File: config.mk
export PLATFORM = sky130hd
export DESIGN_NAME = fresh_fill_ctrl
export DESIGN_NICKNAME = d
export VERILOG_FILES = /design/src/rtl/fresh_fill_ctrl.sv
export SDC_FILE = /design/constraint.sdc
export NUM_CORES = 1
export LEC_CHECK = 0
export BUFFER_PORTS_ARGS = -buffer_cell sky130_fd_sc_hd__buf_2
export CORE_UTILIZATION = 40
export DETAILED_ROUTE_END_ITERATION = 7
export SLEW_MARGIN = 20
export SYNTH_ARGS = -nofsm -noshare
export SYNTH_HDL_FRONTEND = slang
export SYNTH_SLANG_ARGS = --single-unit
File: constraint.sdc
create_clock -name clk -period 2.08 [get_ports clk]
set_input_delay 0.312 -clock clk [delete_from_list [all_inputs] [get_ports clk]]
set_output_delay 0.312 -clock clk [all_outputs]
set_load 0.05 [all_outputs]
File: src/rtl/fresh_fill_ctrl.sv
// fresh_fill_ctrl: drains freshness ranges from the range FIFO into the
// one-bit-per-address freshness bitmap RAM, then signals check_ready so the
// lookup path can take over the RAM read port.
//
// Build option: define FRESH_FILL_CLEAR_EN to include the reset-time sweep
// that zeroes the whole bitmap before any range is applied. Without it, the
// RAM has to come up zeroed by other means and pops may start right away.
//
// state | meaning
// CLEAR | zeroing sweep, one address per cycle (FRESH_FILL_CLEAR_EN only)
// IDLE  | waiting for a range; pops when the FIFO is non-empty
// POP   | FIFO read latency cycle (standard-mode FIFO)
// LATCH | capture low/high/fresh, reject low > high
// FILL  | write fresh bit from low up to high, one address per cycle

module fresh_fill_ctrl #(
   parameter int ADDR_W = 17,
   parameter int CNT_W  = 16
) (
   input  logic              clk,
   input  logic              rst,
   input  logic              fifo_empty,
   output logic              fifo_rd_en,
   input  logic [ADDR_W-1:0] fifo_range_low,
   input  logic [ADDR_W-1:0] fifo_range_high,
   input  logic              fifo_range_fresh,
   input  logic              ranges_done,
   output logic              ram_we,
   output logic [ADDR_W-1:0] ram_addr,
   output logic              ram_din,
   output logic              check_ready,
   output logic              busy,
   output logic              range_err,
   output logic [CNT_W-1:0]  ranges_applied
);

   typedef enum logic [2:0] {
`ifdef FRESH_FILL_CLEAR_EN
      CLEAR,
`endif
      IDLE,
      POP,
      LATCH,
      FILL
   } state_t;

`ifdef FRESH_FILL_CLEAR_EN
   localparam state_t RESET_STATE = CLEAR;
`else
   localparam state_t RESET_STATE = IDLE;
`endif

   localparam logic [ADDR_W-1:0] ADDR_LAST = '1;
   localparam logic [CNT_W-1:0]  CNT_MAX   = '1;

   state_t              state;
   state_t              state_nxt;
   logic [ADDR_W-1:0]   cur_addr;
   logic [ADDR_W-1:0]   cur_addr_nxt;
   logic [ADDR_W-1:0]   high_q;
   logic [ADDR_W-1:0]   high_nxt;
   logic                fresh_q;
   logic                fresh_nxt;

   logic                rd_en_nxt;
   logic                we_nxt;
   logic [ADDR_W-1:0]   addr_nxt;
   logic                din_nxt;
   logic                ready_nxt;
   logic                err_nxt;
   logic [CNT_W-1:0]    applied_nxt;

   // Busy is a pure decode of the state register so it follows reset at once.
   assign busy = (state != IDLE);

   // State, range context and registered outputs; reset aborts any sweep or fill.
   always_ff @(posedge clk or posedge rst) begin
      if (rst) begin
         state          <= RESET_STATE;
         cur_addr       <= '0;
         high_q         <= '0;
         fresh_q        <= 1'b0;
         fifo_rd_en     <= 1'b0;
         ram_we         <= 1'b0;
         ram_addr       <= '0;
         ram_din        <= 1'b0;
         check_ready    <= 1'b0;
         range_err      <= 1'b0;
         ranges_applied <= '0;
      end else begin
         state          <= state_nxt;
         cur_addr       <= cur_addr_nxt;
         high_q         <= high_nxt;
         fresh_q        <= fresh_nxt;
         fifo_rd_en     <= rd_en_nxt;
         ram_we         <= we_nxt;
         ram_addr       <= addr_nxt;
         ram_din        <= din_nxt;
         check_ready    <= ready_nxt;
         range_err      <= err_nxt;
         ranges_applied <= applied_nxt;
      end
   end

   // Next-state and next-output decode.
   always_comb begin
      state_nxt    = state;
      cur_addr_nxt = cur_addr;
      high_nxt     = high_q;
      fresh_nxt    = fresh_q;
      rd_en_nxt    = 1'b0;
      we_nxt       = 1'b0;
      addr_nxt     = ram_addr;
      din_nxt      = ram_din;
      err_nxt      = range_err;
      applied_nxt  = ranges_applied;
      // Only IDLE with nothing queued and the producer finished counts as complete;
      // a newly pushed range drops this on the following edge.
      ready_nxt    = (state == IDLE) && fifo_empty && ranges_done;

      case (state)
`ifdef FRESH_FILL_CLEAR_EN
         CLEAR: begin
            we_nxt   = 1'b1;
            addr_nxt = cur_addr;
            din_nxt  = 1'b0;
            if (cur_addr == ADDR_LAST) begin
               cur_addr_nxt = '0;
               state_nxt    = IDLE;
            end else begin
               cur_addr_nxt = cur_addr + 1'b1;
            end
         end
`endif
         IDLE: begin
            if (!fifo_empty) begin
               rd_en_nxt = 1'b1;
               state_nxt = POP;
            end
         end
         POP: begin
            state_nxt = LATCH;
         end
         LATCH: begin
            high_nxt  = fifo_range_high;
            fresh_nxt = fifo_range_fresh;
            if (fifo_range_low > fifo_range_high) begin
               err_nxt   = 1'b1;
               state_nxt = IDLE;
            end else begin
               cur_addr_nxt = fifo_range_low;
               state_nxt    = FILL;
            end
         end
         FILL: begin
            we_nxt   = 1'b1;
            addr_nxt = cur_addr;
            din_nxt  = fresh_q;
            // Equality test before the increment keeps a range ending at the
            // top address from wrapping back to zero.
            if (cur_addr == high_q) begin
               state_nxt = IDLE;
               if (ranges_applied != CNT_MAX) begin
                  applied_nxt = ranges_applied + 1'b1;
               end
            end else begin
               cur_addr_nxt = cur_addr + 1'b1;
            end
         end
         default: begin
            state_nxt = RESET_STATE;
         end
      endcase
   end

endmodule

**After elaboration in Yosys (flattened, before gate mapping)**

Cells that the tools add are included.

- Bits in latches: 0
- Bits in writable memories: 0
- Bits in registers: 76
- Memories kept: 0
- ROM bits: 0
- Logic and storage cells: 42

- Equal/unequal tests: 9
- Div/mod/pow operators: 0
- Bitwise operators: 0
- Add/sub/neg operators: 2
- Shift-type cells: 0
- Muxes and demuxes: 10
- Magnitude comparators: 1
- Multiply operators: 0
- Reductions and logical operators: 9

Operators by type and width:

| kind | number |
|---|---|
| 17-bit two-way mux | 2 |
| 17-bit case mux with 2 select lines | 1 |
| 17-bit by 1-bit adder with 17-bit output (second input constant) | 1 |
| 17-bit == test | 1 |
| 17-bit > comparator | 1 |
| 16-bit by 1-bit adder with 16-bit output (second input constant) | 1 |
| 16-bit != test (second input constant) | 1 |
| 3-bit case mux with 4 select lines | 1 |
| 2-bit != test (second input constant) | 4 |
| 3-bit by 2-bit == test with 1-bit output (second input constant) | 2 |
| 3-bit two-way mux | 2 |
| 3-bit AND reduction | 2 |
| 2-bit AND reduction | 2 |
| 3-bit by 1-bit == test with 1-bit output (second input constant) | 1 |
| 3-bit logical NOT | 1 |
| 1-bit two-way mux | 3 |
| 3-bit nonzero test | 1 |
| 1-bit logical AND | 2 |
| 2-bit two-way mux | 1 |
| 2-bit nonzero test | 1 |

**Logic depth before layout (Yosys ltp)**

- Depth in word-level cells: 3
- Depth in mapped cells: 9
- Depth with buffers taken out: 8

**Worst setup path after synthesis**

No wires, ideal clock.

- Path kind: reg2reg
- Start point: reg ranges_applied[3]
- End point: reg ranges_applied[1]
- Library setup time: 0.125 ns
- Stages on the path, launching flop included: 6
- Arrival: 2.104 ns
- Path slack: -0.149 ns
- Path through: dfrtp_1 > and3_1 > nand4_1 > nor3_1 > a311oi_4 > mux2_2

- Word-level cells in the longest chain between the ends: 2

Ends and longest elaborated chain:

| what | line | RTL |
|---|---|---|
| start: declaration | 34 | `output logic [CNT_W-1:0] ranges_applied` |
| start signal: assignment | 101 | `ranges_applied <= applied_nxt;` |
| 16-bit != test | 163 | `if (ranges_applied != CNT_MAX) begin` |
| 3-bit AND reduction (no line) | n/a |  |

Every way passes these cells.
A chain may end at the register's enable or synchronous reset.

**Worst setup path after layout**

- Start point: reg high_q[2]
- End point: reg ranges_applied[8]

- Word-level cells in the longest chain between the ends: 2

Ends and longest elaborated chain:

| what | line | RTL |
|---|---|---|
| start: declaration | 60 | `logic [ADDR_W-1:0] high_q;` |
| start signal: assignment | 93 | `high_q <= high_nxt;` |
| 17-bit == test | 161 | `if (cur_addr == high_q) begin` |
| 3-bit AND reduction (no line) | n/a |  |

Every way passes these cells.

==> impl_metrics.yaml <==
floorplanning:
  die_y_microns: 103
  die_w_microns: 103
  start_util_pct: 41.4
  rows: 36
  die_area_sq_um: 10600
  io_pins: 78
  core-area_sq_um: 9820
final_layout:
  finalNonFillerCells: 716
  nets: 636
  drive_above_1_share_pct: 37.2
  stdcell_area_sq_um: 5460
  diodes: 0
  syn_to_final_growth_pct: 34.3
  fin_util_pct: 55.6
yosys:
  netlist_area_sq_um: 4060
  synth_xor_area_share_pct: 6.68
  synth.net_count: 494
  synthAdderAreaFrac_pct: 5.85
  muxShareOfSynthArea_pct: 1.08
  synth.distinct_cells: 47
  seq_area_frac_synth_pct: 46.2
  synth_simple_gate_area_share_pct: 19.4
  syn_area_per_cell_sq_um: 9.32
  synth_edf_count: 0
  ys_async_sr_fraction_pct: 100
  synth-compound-area-share_pct: 15.9
  synth_flop_cell: "dfrtp_1"
  ys_ff_latch: 75
  synth_top_family_by_area: "simple AND/OR/NAND/NOR gates"
  syn-instance-count: 436
  yosysWarnings: 0
status:
  status: "complete, but fails checks"
  violations: "setup timing"
sta:
  layout_min_cycle_time_ns: 2.08
  finalCritPeriodShare_pct: 100
  rsz0062_at_grt: "yes"
  timing.slew.headroom_pct: 70.9
  setup_viol: 2
  skew_ns: 0.0110
  worst_pin_slew_ns: 0.436
  finalHoldViolations: 0
  max_freq_mhz: 480
  fin_ws_ns: -0.00462
  drv_slew: 0
setup_path:
  worstPathRequired_ns: 2.33
  r2r_cells: 8
  critical_path_class: "flip-flop to flip-flop"
  endpoint: "ranges_applied[8]"
  crit_arrival_ns: 2.33
  cp-end-kind: "flip-flop"
  r2r_setup_slack_ns: -0.005
  worstPathMaxFanout: 6
  r2r-end: "ranges_applied[8]"
  r2r_start: "high_q[2]"
  critPathLaunchType: "flip-flop"
  crit_start: "high_q[2]"
clocking:
  cts-root-buf: "clkbuf_8"
  cts_buffer_depth: 2
  clkTransAtPathRegs_ns: 0.08
  hold_buffers: 0
  cts_tree: "built"
  cts.sinks: 75
  htreeDepth: 3
  clock_latency_ns: 0.36
  cts_buffers: 9
drt:
  drc: 0
  wl_microns: 11200
  vias: 3685
  wl_per_cell_microns: 15.7
  ant_nets: 0
  viasPerCell: 5.15
  drt_iter0_markers: 185
  first_pass_iters: 4
worst_hold_path:
  hp-class: "input pin to asynchronous set/reset pin"
placed_design:
  io_buffers: 77
  gp_congestion: 0.859
  placed_area_sq_um: 5060
  dp_cells: 693
  hpwl_microns: 8030
pwr:
  vdd_ir_drop_max_v: 0.000676
  p_per_area_nw_per_um2: 1460
  p_leak_nw: 2.68
global_route:
  antenna_found_initial: 0
  grt_use_total_pct: 22.8
  grt_pass1_wl_microns: 18100
  grt_max_degree: 76
  gr-total-overflow: 0
  grt_pass1_vias: 3558
run:
  max-cap-violations: 0
what timing repair did:
| action | CTS | global route |
|---|---|---|
| gates resized for setup | 7 | 38 |
| pin swaps | 2 | 13 |
| setup buffers | 3 | 2 |
| cloned | 2 | 1 |
| endpoints found under the setup margin | 24 | 34 |
registers in the layout, summed over array words and instances (netlist names):
signal          count
state               2
fifo_rd_en          1
fresh_q             1
high_q             17
ram_din             1
check_ready         1
ranges_applied     16
ram_addr           17
cur_addr           17
ram_we              1
range_err           1
cells in the mapped netlist, types with 4 or more instances:
| cell | number | share of area (%) |
|---|---|---|
| nand3_1 | 9 | 1.1 |
| o21ai_0 | 29 | 3.6 |
| o22ai_1 | 4 | 0.62 |
| dfrtp_1 | 75 | 46 |
| nor3_1 | 7 | 0.86 |
| inv_1 | 24 | 2.2 |
| a21o_1 | 4 | 0.74 |
| xor2_1 | 18 | 3.9 |
| ha_1 | 19 | 5.8 |
| nor2_1 | 19 | 1.8 |
| nand2_1 | 88 | 8.1 |
| clkbuf_1 | 13 | 1.2 |
| a31oi_1 | 9 | 1.4 |
| nand4_1 | 13 | 2.0 |
| xnor2_1 | 13 | 2.8 |
| a2bb2oi_1 | 7 | 1.5 |
| and3_1 | 7 | 1.1 |
| a21oi_1 | 28 | 3.4 |
| o22a_1 | 6 | 1.3 |
placed cells by master (no fill, tap or decap), types with 2 or more instances in the layout:
cell,instances
nand2_1,87
buf_2,77
dfrtp_1,74
buf_4,67
o21ai_0,27
inv_1,23
nor2_1,19
ha_1,19
xor2_1,17
a21oi_1,15
nand4_1,13
a21oi_2,13
xnor2_1,13
a31oi_1,9
clkbuf_8,9
nand3_1,8
a2bb2oi_2,7
nor3_1,6
and3_1,6
o22a_1,6
a21o_1,4
o22ai_1,4
clkinv_2,4
buf_6,4
nor4_2,3
and2_4,3
mux2_2,3
clkinvlp_4,3
nor4_4,2
a221oi_2,2
nand4_2,2
or2_2,2
buf_12,2
cell families (layout without fill, tap and decap cells):
family / after synthesis / in the layout
AND/OR/NAND/NOR: 162 / 163
AO/OA/AOI/OAI: 99 / 99
flip-flops: 75 / 75
buffers and inverters: 46 / 192
XOR/XNOR: 31 / 31
adder cells (fa/ha/maj): 19 / 19
multiplexers: 4 / 4
through the flow:
step | setup WS, ns | total power [mW] | setup TNS [ns] | hold slack, ns
after floorplan | 0.000116 | 5.15 | 0 | 0.378
after global placement | -0.289 | 6.36 | -4.26 | 0.447
after detailed placement | -0.400 | 6.44 | -5.47 | 0.454
after CTS | -0.0355 | 7.60 | -0.310 | 0.0607
after global routing | -0.150 | 8.55 | -2.80 | 0.0645
final | -0.00462 | 7.98 | -0.00860 | 0.0283
routing by layer:
layer | share of wire [%] | vias up | track usage, % | wire (microns)
li1 | - | 1811 | - | -
met1 | 48 | 1715 | 32.9 | 5440
met2 | 43 | 132 | 32.9 | 4820
met3 | 5.9 | 27 | 5.42 | 658
met4 | 2.7 | 0 | 9.43 | 305
met5 | 0 | - | 0 | 0
worst min-delay path by stage:
stage	end	slack [ns]	start	cells after the start
finish	ram_addr[13]	0.03	rst	3
global route	ram_addr[13]	0.06	rst	3
CTS	ram_we	0.06	rst	3
detailed placement	range_err	0.45	range_err	1
global placement	ram_we	0.45	rst	3
floorplan	fifo_rd_en	0.38	fifo_empty	1
critical path, stage by stage, from the launching register on:
cell and delay (ns):
dfrtp_1 0.42, xor2_2 0.20, nor4_4 0.35, nand2_2 0.13, buf_4 0.16, nor4_2 0.26, buf_4 0.18, nand4_1 0.12
xnor2_1 0.14
layout make-up:
| cell class | instances | area (sq um) |
|---|---|---|
| multi-input cells | 316 | 2160 |
| fillers | 950 | 4360 |
| well taps | 133 | 166 |
| clock inverters | 7 | 43.8 |
| flip-flops and latches | 75 | 1880 |
| repair buffers | 151 | 988 |
| inverters | 25 | 97.6 |
| clock buffers | 9 | 124 |
power by group:
| group | switching (mW) | total (mW) | internal (mW) | leakage, nW |
|---|---|---|---|---|
| Combinational | 2.80 | 4.56 | 1.75 | 1.67 |
| Sequential | 0.390 | 2.41 | 2.02 | 0.925 |
| Clock | 0.583 | 1.01 | 0.428 | 0.0852 |
Note: power is estimated with default switching activity, not from simulation.
